==> config.mk <==
export PLATFORM = sky130hd
export DESIGN_NAME = i2c_xfer_ctrl
export DESIGN_NICKNAME = d
export VERILOG_FILES = /design/src/rtl/i2c_xfer_ctrl_pkg.sv /design/src/rtl/i2c_fifo.sv /design/src/rtl/i2c_xfer_ctrl.sv
export SDC_FILE = /design/constraint.sdc
export NUM_CORES = 1
export LEC_CHECK = 0
export CAP_MARGIN = 40
export CORE_MARGIN = 10
export CORE_UTILIZATION = 58
export CTS_CLUSTER_SIZE = 20
export DETAILED_ROUTE_END_ITERATION = 7
export GPL_TIMING_DRIVEN = 0
export PLACE_DENSITY = 0.79
export SYNTH_ARGS = -nofsm -noshare
export SYNTH_HDL_FRONTEND = slang
export SYNTH_SLANG_ARGS = --single-unit
==> constraint.sdc <==
create_clock -name clock_i -period 3.9 [get_ports clock_i]
set_clock_uncertainty 0.1 [all_clocks]
set_input_delay 0.78 -clock clock_i [delete_from_list [all_inputs] [get_ports clock_i]]
set_output_delay 0.78 -clock clock_i [all_outputs]
set_load 0.01 [all_outputs]
==> src/rtl/i2c_xfer_ctrl_pkg.sv <==
// Shared definitions for the I2C transaction front end: field widths,
// controller state encoding and the command length clamp.
package i2c_defs;

    localparam int DEV_W = 7;
    localparam int REG_W = 8;
    localparam int LEN_W = 16;

    typedef enum logic [2:0] {
        ST_IDLE    = 3'd0,
        ST_WAIT_TX = 3'd1,
        ST_LAUNCH  = 3'd2,
        ST_RUN     = 3'd3,
        ST_DONE    = 3'd4
    } xfer_state_t;

    // A zero-length command still moves one byte.
    function automatic logic [LEN_W-1:0] clamp_len(input logic [LEN_W-1:0] len);
        return (len == '0) ? LEN_W'(1) : len;
    endfunction

endpackage

==> src/rtl/i2c_fifo.sv <==
// Synchronous first-word-fall-through byte FIFO with a second read port
// exposing the entry behind the head, used for zero-latency lookahead.
module i2c_fifo #(
    parameter int AW = 4
) (
    input  logic          clk,
    input  logic          srst,
    input  logic          push,
    input  logic [7:0]    push_dat,
    input  logic          pop,
    output logic [7:0]    head,
    output logic [7:0]    head_nxt,
    output logic [AW:0]   level,
    output logic          full,
    output logic          empty
);

    localparam int DEPTH = 1 << AW;

    logic [7:0]    mem [DEPTH];
    logic [AW:0]   wr_ptr_reg;
    logic [AW:0]   rd_ptr_reg;
    logic [AW-1:0] rd_idx;
    logic [AW-1:0] rd_idx_nxt;
    logic          do_push;
    logic          do_pop;

    assign level      = wr_ptr_reg - rd_ptr_reg;
    assign empty      = (level == '0);
    assign full       = level[AW];
    assign rd_idx     = rd_ptr_reg[AW-1:0];
    assign rd_idx_nxt = rd_idx + 1'b1;

    // A push into a full FIFO is honoured only when a pop frees the slot in the same cycle.
    assign do_pop  = pop && !empty;
    assign do_push = push && (!full || do_pop);

    // Unoccupied slots read as zero so stale bytes never leak out.
    assign head     = empty ? 8'h00 : mem[rd_idx];
    assign head_nxt = (level > (AW+1)'(1)) ? mem[rd_idx_nxt] : 8'h00;

    always_ff @(posedge clk) begin
        if (srst) begin
            wr_ptr_reg <= '0;
            rd_ptr_reg <= '0;
        end else begin
            if (do_push) wr_ptr_reg <= wr_ptr_reg + 1'b1;
            if (do_pop)  rd_ptr_reg <= rd_ptr_reg + 1'b1;
        end
    end

    always_ff @(posedge clk) begin
        if (do_push) mem[wr_ptr_reg[AW-1:0]] <= push_dat;
    end

endmodule

==> src/rtl/i2c_xfer_ctrl.sv <==
// Transaction front end for the byte-level I2C master: takes one command at a
// time, buffers TX/RX bytes and reports completion and early termination.
module i2c_xfer_ctrl
    import i2c_defs::*;
#(
    parameter int TX_AW = 4,
    parameter int RX_AW = 4
) (
    input  logic               clock_i,
    input  logic               reset_i,
    input  logic               cmd_valid_i,
    output logic               cmd_ready_o,
    input  logic               cmd_rw_i,
    input  logic               cmd_ur_i,
    input  logic [DEV_W-1:0]   cmd_devadr_i,
    input  logic [REG_W-1:0]   cmd_regadr_i,
    input  logic [LEN_W-1:0]   cmd_len_i,
    input  logic               tx_wr_i,
    input  logic [7:0]         tx_dat_i,
    output logic               tx_full_o,
    output logic [TX_AW:0]     tx_level_o,
    input  logic               rx_rd_i,
    output logic [7:0]         rx_dat_o,
    output logic               rx_empty_o,
    output logic               done_o,
    output logic               nack_o,
    output logic               tx_unf_o,
    output logic               rx_ovf_o,
    output logic               m_enable_o,
    output logic               m_rw_o,
    output logic               m_ur_o,
    output logic [DEV_W-1:0]   m_devadr_o,
    output logic [REG_W-1:0]   m_regadr_o,
    output logic [LEN_W-1:0]   m_datnum_o,
    output logic [7:0]         m_dat_o,
    input  logic [7:0]         m_dat_i,
    input  logic               m_busy_i,
    input  logic               m_dvalid_i,
    input  logic               m_newdat_i
);

    localparam logic [LEN_W-1:0] TX_DEPTH_L = LEN_W'(1 << TX_AW);

    xfer_state_t       state_reg;
    xfer_state_t       state_next;
    logic [LEN_W:0]    byte_cnt_reg;
    logic              nack_reg;
    logic              unf_reg;
    logic              ovf_reg;
    logic              accept;
    logic              tx_ok;
    logic [LEN_W-1:0]  tx_need;

    logic [7:0]        tx_head;
    logic [7:0]        tx_head_nxt;
    logic              tx_empty;
    logic              rx_full;
    logic [7:0]        rx_head_nxt_unused;
    logic [RX_AW:0]    rx_level_unused;

    i2c_fifo #(.AW(TX_AW)) u_tx_fifo (
        .clk      (clock_i),
        .srst     (reset_i),
        .push     (tx_wr_i),
        .push_dat (tx_dat_i),
        .pop      (m_newdat_i),
        .head     (tx_head),
        .head_nxt (tx_head_nxt),
        .level    (tx_level_o),
        .full     (tx_full_o),
        .empty    (tx_empty)
    );

    i2c_fifo #(.AW(RX_AW)) u_rx_fifo (
        .clk      (clock_i),
        .srst     (reset_i),
        .push     (m_dvalid_i),
        .push_dat (m_dat_i),
        .pop      (rx_rd_i),
        .head     (rx_dat_o),
        .head_nxt (rx_head_nxt_unused),
        .level    (rx_level_unused),
        .full     (rx_full),
        .empty    (rx_empty_o)
    );

    // The master latches dat_i on the edge that ends its newdat pulse, so the
    // byte behind the head must already be on the bus during that pulse.
    assign m_dat_o = m_newdat_i ? tx_head_nxt : tx_head;

    assign accept  = (state_reg == ST_IDLE) && cmd_valid_i;
    assign tx_need = (m_datnum_o > TX_DEPTH_L) ? TX_DEPTH_L : m_datnum_o;
    assign tx_ok   = (LEN_W'(tx_level_o) >= tx_need);

    assign nack_o   = nack_reg;
    assign tx_unf_o = unf_reg;
    assign rx_ovf_o = ovf_reg;

    always_comb begin
        state_next  = state_reg;
        cmd_ready_o = 1'b0;
        m_enable_o  = 1'b0;
        done_o      = 1'b0;
        case (state_reg)
            ST_IDLE: begin
                cmd_ready_o = 1'b1;
                if (cmd_valid_i) state_next = cmd_rw_i ? ST_LAUNCH : ST_WAIT_TX;
            end
            ST_WAIT_TX: begin
                if (tx_ok) state_next = ST_LAUNCH;
            end
            ST_LAUNCH: begin
                // Enable drops in the same cycle busy appears so the master cannot re-arm.
                if (m_busy_i) state_next = ST_RUN;
                else          m_enable_o = 1'b1;
            end
            ST_RUN: begin
                if (!m_busy_i) state_next = ST_DONE;
            end
            ST_DONE: begin
                done_o     = 1'b1;
                state_next = ST_IDLE;
            end
            default: state_next = ST_IDLE;
        endcase
    end

    always_ff @(posedge clock_i) begin
        if (reset_i) begin
            state_reg    <= ST_IDLE;
            m_rw_o       <= 1'b0;
            m_ur_o       <= 1'b0;
            m_devadr_o   <= '0;
            m_regadr_o   <= '0;
            m_datnum_o   <= '0;
            byte_cnt_reg <= '0;
            nack_reg     <= 1'b0;
            unf_reg      <= 1'b0;
            ovf_reg      <= 1'b0;
        end else begin
            state_reg <= state_next;
            if (accept) begin
                m_rw_o       <= cmd_rw_i;
                m_ur_o       <= cmd_ur_i;
                m_devadr_o   <= cmd_devadr_i;
                m_regadr_o   <= cmd_regadr_i;
                m_datnum_o   <= clamp_len(cmd_len_i);
                byte_cnt_reg <= '0;
                nack_reg     <= 1'b0;
                unf_reg      <= 1'b0;
                ovf_reg      <= 1'b0;
            end else begin
                byte_cnt_reg <= byte_cnt_reg + (LEN_W+1)'(m_newdat_i) + (LEN_W+1)'(m_dvalid_i);
                if (m_newdat_i && tx_empty)              unf_reg <= 1'b1;
                if (m_dvalid_i && rx_full && !rx_rd_i)   ovf_reg <= 1'b1;
                // Fewer bytes than requested means the slave cut the transfer short.
                if (state_reg == ST_DONE) nack_reg <= (byte_cnt_reg < {1'b0, m_datnum_o});
            end
        end
    end

endmodule

==> impl_metrics.csv <==
group,metric,value,unit
status,outcome,"completed",
route,top_layer_used,"met4",
yosys,seq_area_frac_synth,62.0,%
yosys,syn_area,15100,um^2
pwr,p_int,0.00842,W
floorplan,die_y,181,um
setup_path,worst-path-max-fanout,8,
setup_path,startpoint_type,"flop",
clock_network,cts_tree,"yes",
route,drt_iter0_drc,788,
yosys,synth_nets,1085,
pwr,p_switching,0.00376,W
pwr,power_leakage,6.42,nW
route,routedWlPerCell,23.7,um
setup_path,arrival,2970,ps
yosys,syn-mean-instance-area,15.3,um^2
pwr,switching_share,30.9,%
floorplan,fp.coreArea,25800,um^2
clock_network,clkSinkCount,340,
setup_path,crit_path_frequent_cell,"inv_2",
pwr,pwr-share-clk,27.1,%
timing,finalSetupViolCount,0,
placement,hpwl,25300,um
cells_and_area,area_delta_synth_final,21.9,%
global_routing,grt_overflow,0,
route,viasPerCell,6.24,
yosys,synth-simple-area-share,7.81,%
cells_and_area,antenna_cells,0,
global_routing,grt_util_all_layers,21.9,%
route,drc,0,
yosys,async_flop_share,0,%
setup_path,crit_chain,"inv_2 -> ha_4 -> fa_2 -> nand2b_4 -> a21oi_4 -> xor2_2 -> inv_2 -> nor2_4 -> a31oi_4 -> buf_6 -> a32o_1 -> buf_2",
route,ant_nets,0,
yosys,yosys-top-cells-count,"edfxtp_1 (256), mux4_2 (112), nand2_1 (87)",
timing,slew_viol_final,0,
route,drt_wl_total,36700,um
cells_and_area,drive_above_1_share,23.7,%
yosys,synthMuxAreaShare,18.1,%
timing,period_share,98.8,%
placement,io_buffers,118,
timing,finalHoldViolations,0,
cells_and_area,fin_util,71.3,%
worst_hold_path,min_path_cells,2,
global_routing,grt_pass1_wl,56900,um
clock_network,cts_root_buffer,"clkbuf_16",
yosys,synth-adder-area-share,3.49,%
global_routing,grt_max_degree,17,
yosys,synth-compound-area-share,4.46,%
clock_network,clkSlewWorstSetupHoldPaths,60,ps
route,wl_met2,18600,um
setup_path,worst_path_max_delay_cell,"fa_2",
yosys,ys_warn_count,0,
route,firstDrtPassIters,5,
clock_network,cts_buffers,36,
yosys,synth_edf_count,256,
timing,fmax,259,MHz
clock_network,cts_buffer_depth,3,
yosys,ys_ff_latch,340,
global_routing,grt_pass1_vias,10069,
global_routing,antenna_found_initial,0,
setup_path,cp.required,3020,ps
yosys,syn_inst,987,
placement,pre_cts_slack,-490,ps
floorplan,fp.dieW,181,um
cells_and_area,num-fill-cells,1656,
setup_path,rrSetupSlack,150,ps
yosys,synth_top_area_share,50.9,%
floorplan,row_count,59,
route,wl_met1,14100,um
setup_path,cpPeakStageDelay,400,ps
clock_network,clk_latency,530,ps
setup_path,reg2regPathDepth,19,
yosys,synthXorXnorAreaFrac,1.79,%
run,drv_cap,0,
yosys,ys_types,48,
yosys,ys.flop_type,"edfxtp_1",
floorplan,io_pins,119,
yosys,synth.area.top_cells,"edfxtp_1 (51%), mux4_2 (17%), dfxtp_1 (11%)",
floorplan,initial_core_util,58.5,%
floorplan,die_area,32900,um^2
route,dr_wl_met3,3090,um
clock_network,ctsHtreeMaxLevel,2,
pwr,power_density,661,nW/um^2
yosys,synth_top_family_by_area,"multiplexers",
timing,relSlewSlack,38.3,%
timing,layout_setup_ws,46.4,ps
timing,worst_pin_slew,922,ps
yosys,yosysTopAreaCell,"edfxtp_1",
worst_hold_path,hold_path.class,"flop to flop",
cells_and_area,nets,1284,
pwr,p_comb_share,37.9,%
route,num_vias,9653,
setup_path,critPathKind,"flop to primary output",
setup_path,crit_path_end_kind,"primary output",
pwr,ir_drop,0.732,mV
yosys,synth_most_common_cell,"edfxtp_1",
timing,finalCriticalPeriod,3850,ps
placement,place_congestion,0.878,
pwr,power_frac_seq,35.0,%
[stage by stage]
stage	TNS [ps]	std cells	instance area (um^2)	hold slack (ps)	total power, W
floorplan	0	987	15100	370	0.00678
global placement	-16380	1440	16700	342	0.00818
detailed placement	-3490	1454	16900	346	0.00830
CTS	-1580	1542	18300	354	0.0120
global route	-217	1548	18400	379	0.0127
finish	0	1548	18400	353	0.0122
[path summary, 6_finish.rpt]
kind	endpoint	from
setup / recovery	m_dat_o[4]	u_tx_fifo.wr_ptr_reg[0]
hold / removal	m_regadr_o[6]	m_regadr_o[6]
setup reg to reg	u_tx_fifo.mem[15][3]	u_tx_fifo.wr_ptr_reg[0]
hold reg to reg	m_regadr_o[6]	m_regadr_o[6]
[area by class of cell]
cell class / count / area (um^2) / share of cell area (%)
well taps: 335 / 419 / 2.27
plain buffers: 45 / 277 / 1.50
multi-input cells: 560 / 5530 / 30.0
clock inverters: 21 / 206 / 1.12
repair buffers: 162 / 1520 / 8.23
inverters: 41 / 154 / 0.835
clock buffers: 44 / 941 / 5.10
flip-flops and latches: 340 / 9390 / 50.9
[power groups by stage]
stage               clock network, W  registers [W]  logic [W]
floorplan                          0        0.00430    0.00248
global placement                   0        0.00431    0.00387
detailed placement                 0        0.00432    0.00399
CTS                          0.00334        0.00425    0.00441
global route                 0.00348        0.00428    0.00494
finish                       0.00330        0.00426    0.00462
[cell families (layout without fill, tap and decap cells)]
kind of cell	Yosys count	count (layout)
buf+inv	87	313
fa+ha+maj	41	41
simple gates	248	248
mux	133	133
compound gates	108	108
xor+xnor	30	30
flops	340	340
[worst max-delay path: cells and delay by family, from the launching register on]
kind / cells / cell delay, ps
AND/OR/NAND/NOR: 2 / 290
AO/OA/AOI/OAI: 3 / 510
adder cells (fa/ha/maj): 2 / 570
flip-flops: 1 / 360
XOR/XNOR: 1 / 220
buffers and inverters: 4 / 500
[layout by cell type (no fill, tap or decap), types with 37 or more instances in the layout]
master / synthesis / layout
nor2_1: 60 / 56
a21oi_1: 43 / 42
buf_4: 5 / 42
nand2_1: 87 / 87
clkdlybuf4s50_1: 0 / 103
mux4_2: 112 / 112
ha_1: 39 / 37
inv_1: 41 / 39
dfxtp_1: 84 / 75
edfxtp_1: 256 / 256
[repair_timing]
item                                    CTS  global route
endpoints found under the hold margin     0             0
pin swaps                                 4            12
buffers inserted                         23            12
gates cloned                              1             0
gates resized for setup                  91            33
endpoints found under the setup margin   19            51
hold buffers                              0             0
[metal layers]
metal | track usage (%) | vias to the layer above
met5 | 0 | -
met4 | 6.90 | 0
met3 | 5.31 | 60
met2 | 36.7 | 510
met1 | 27.6 | 4856
li1 | - | 4227
(Power assumes the default switching activity.)
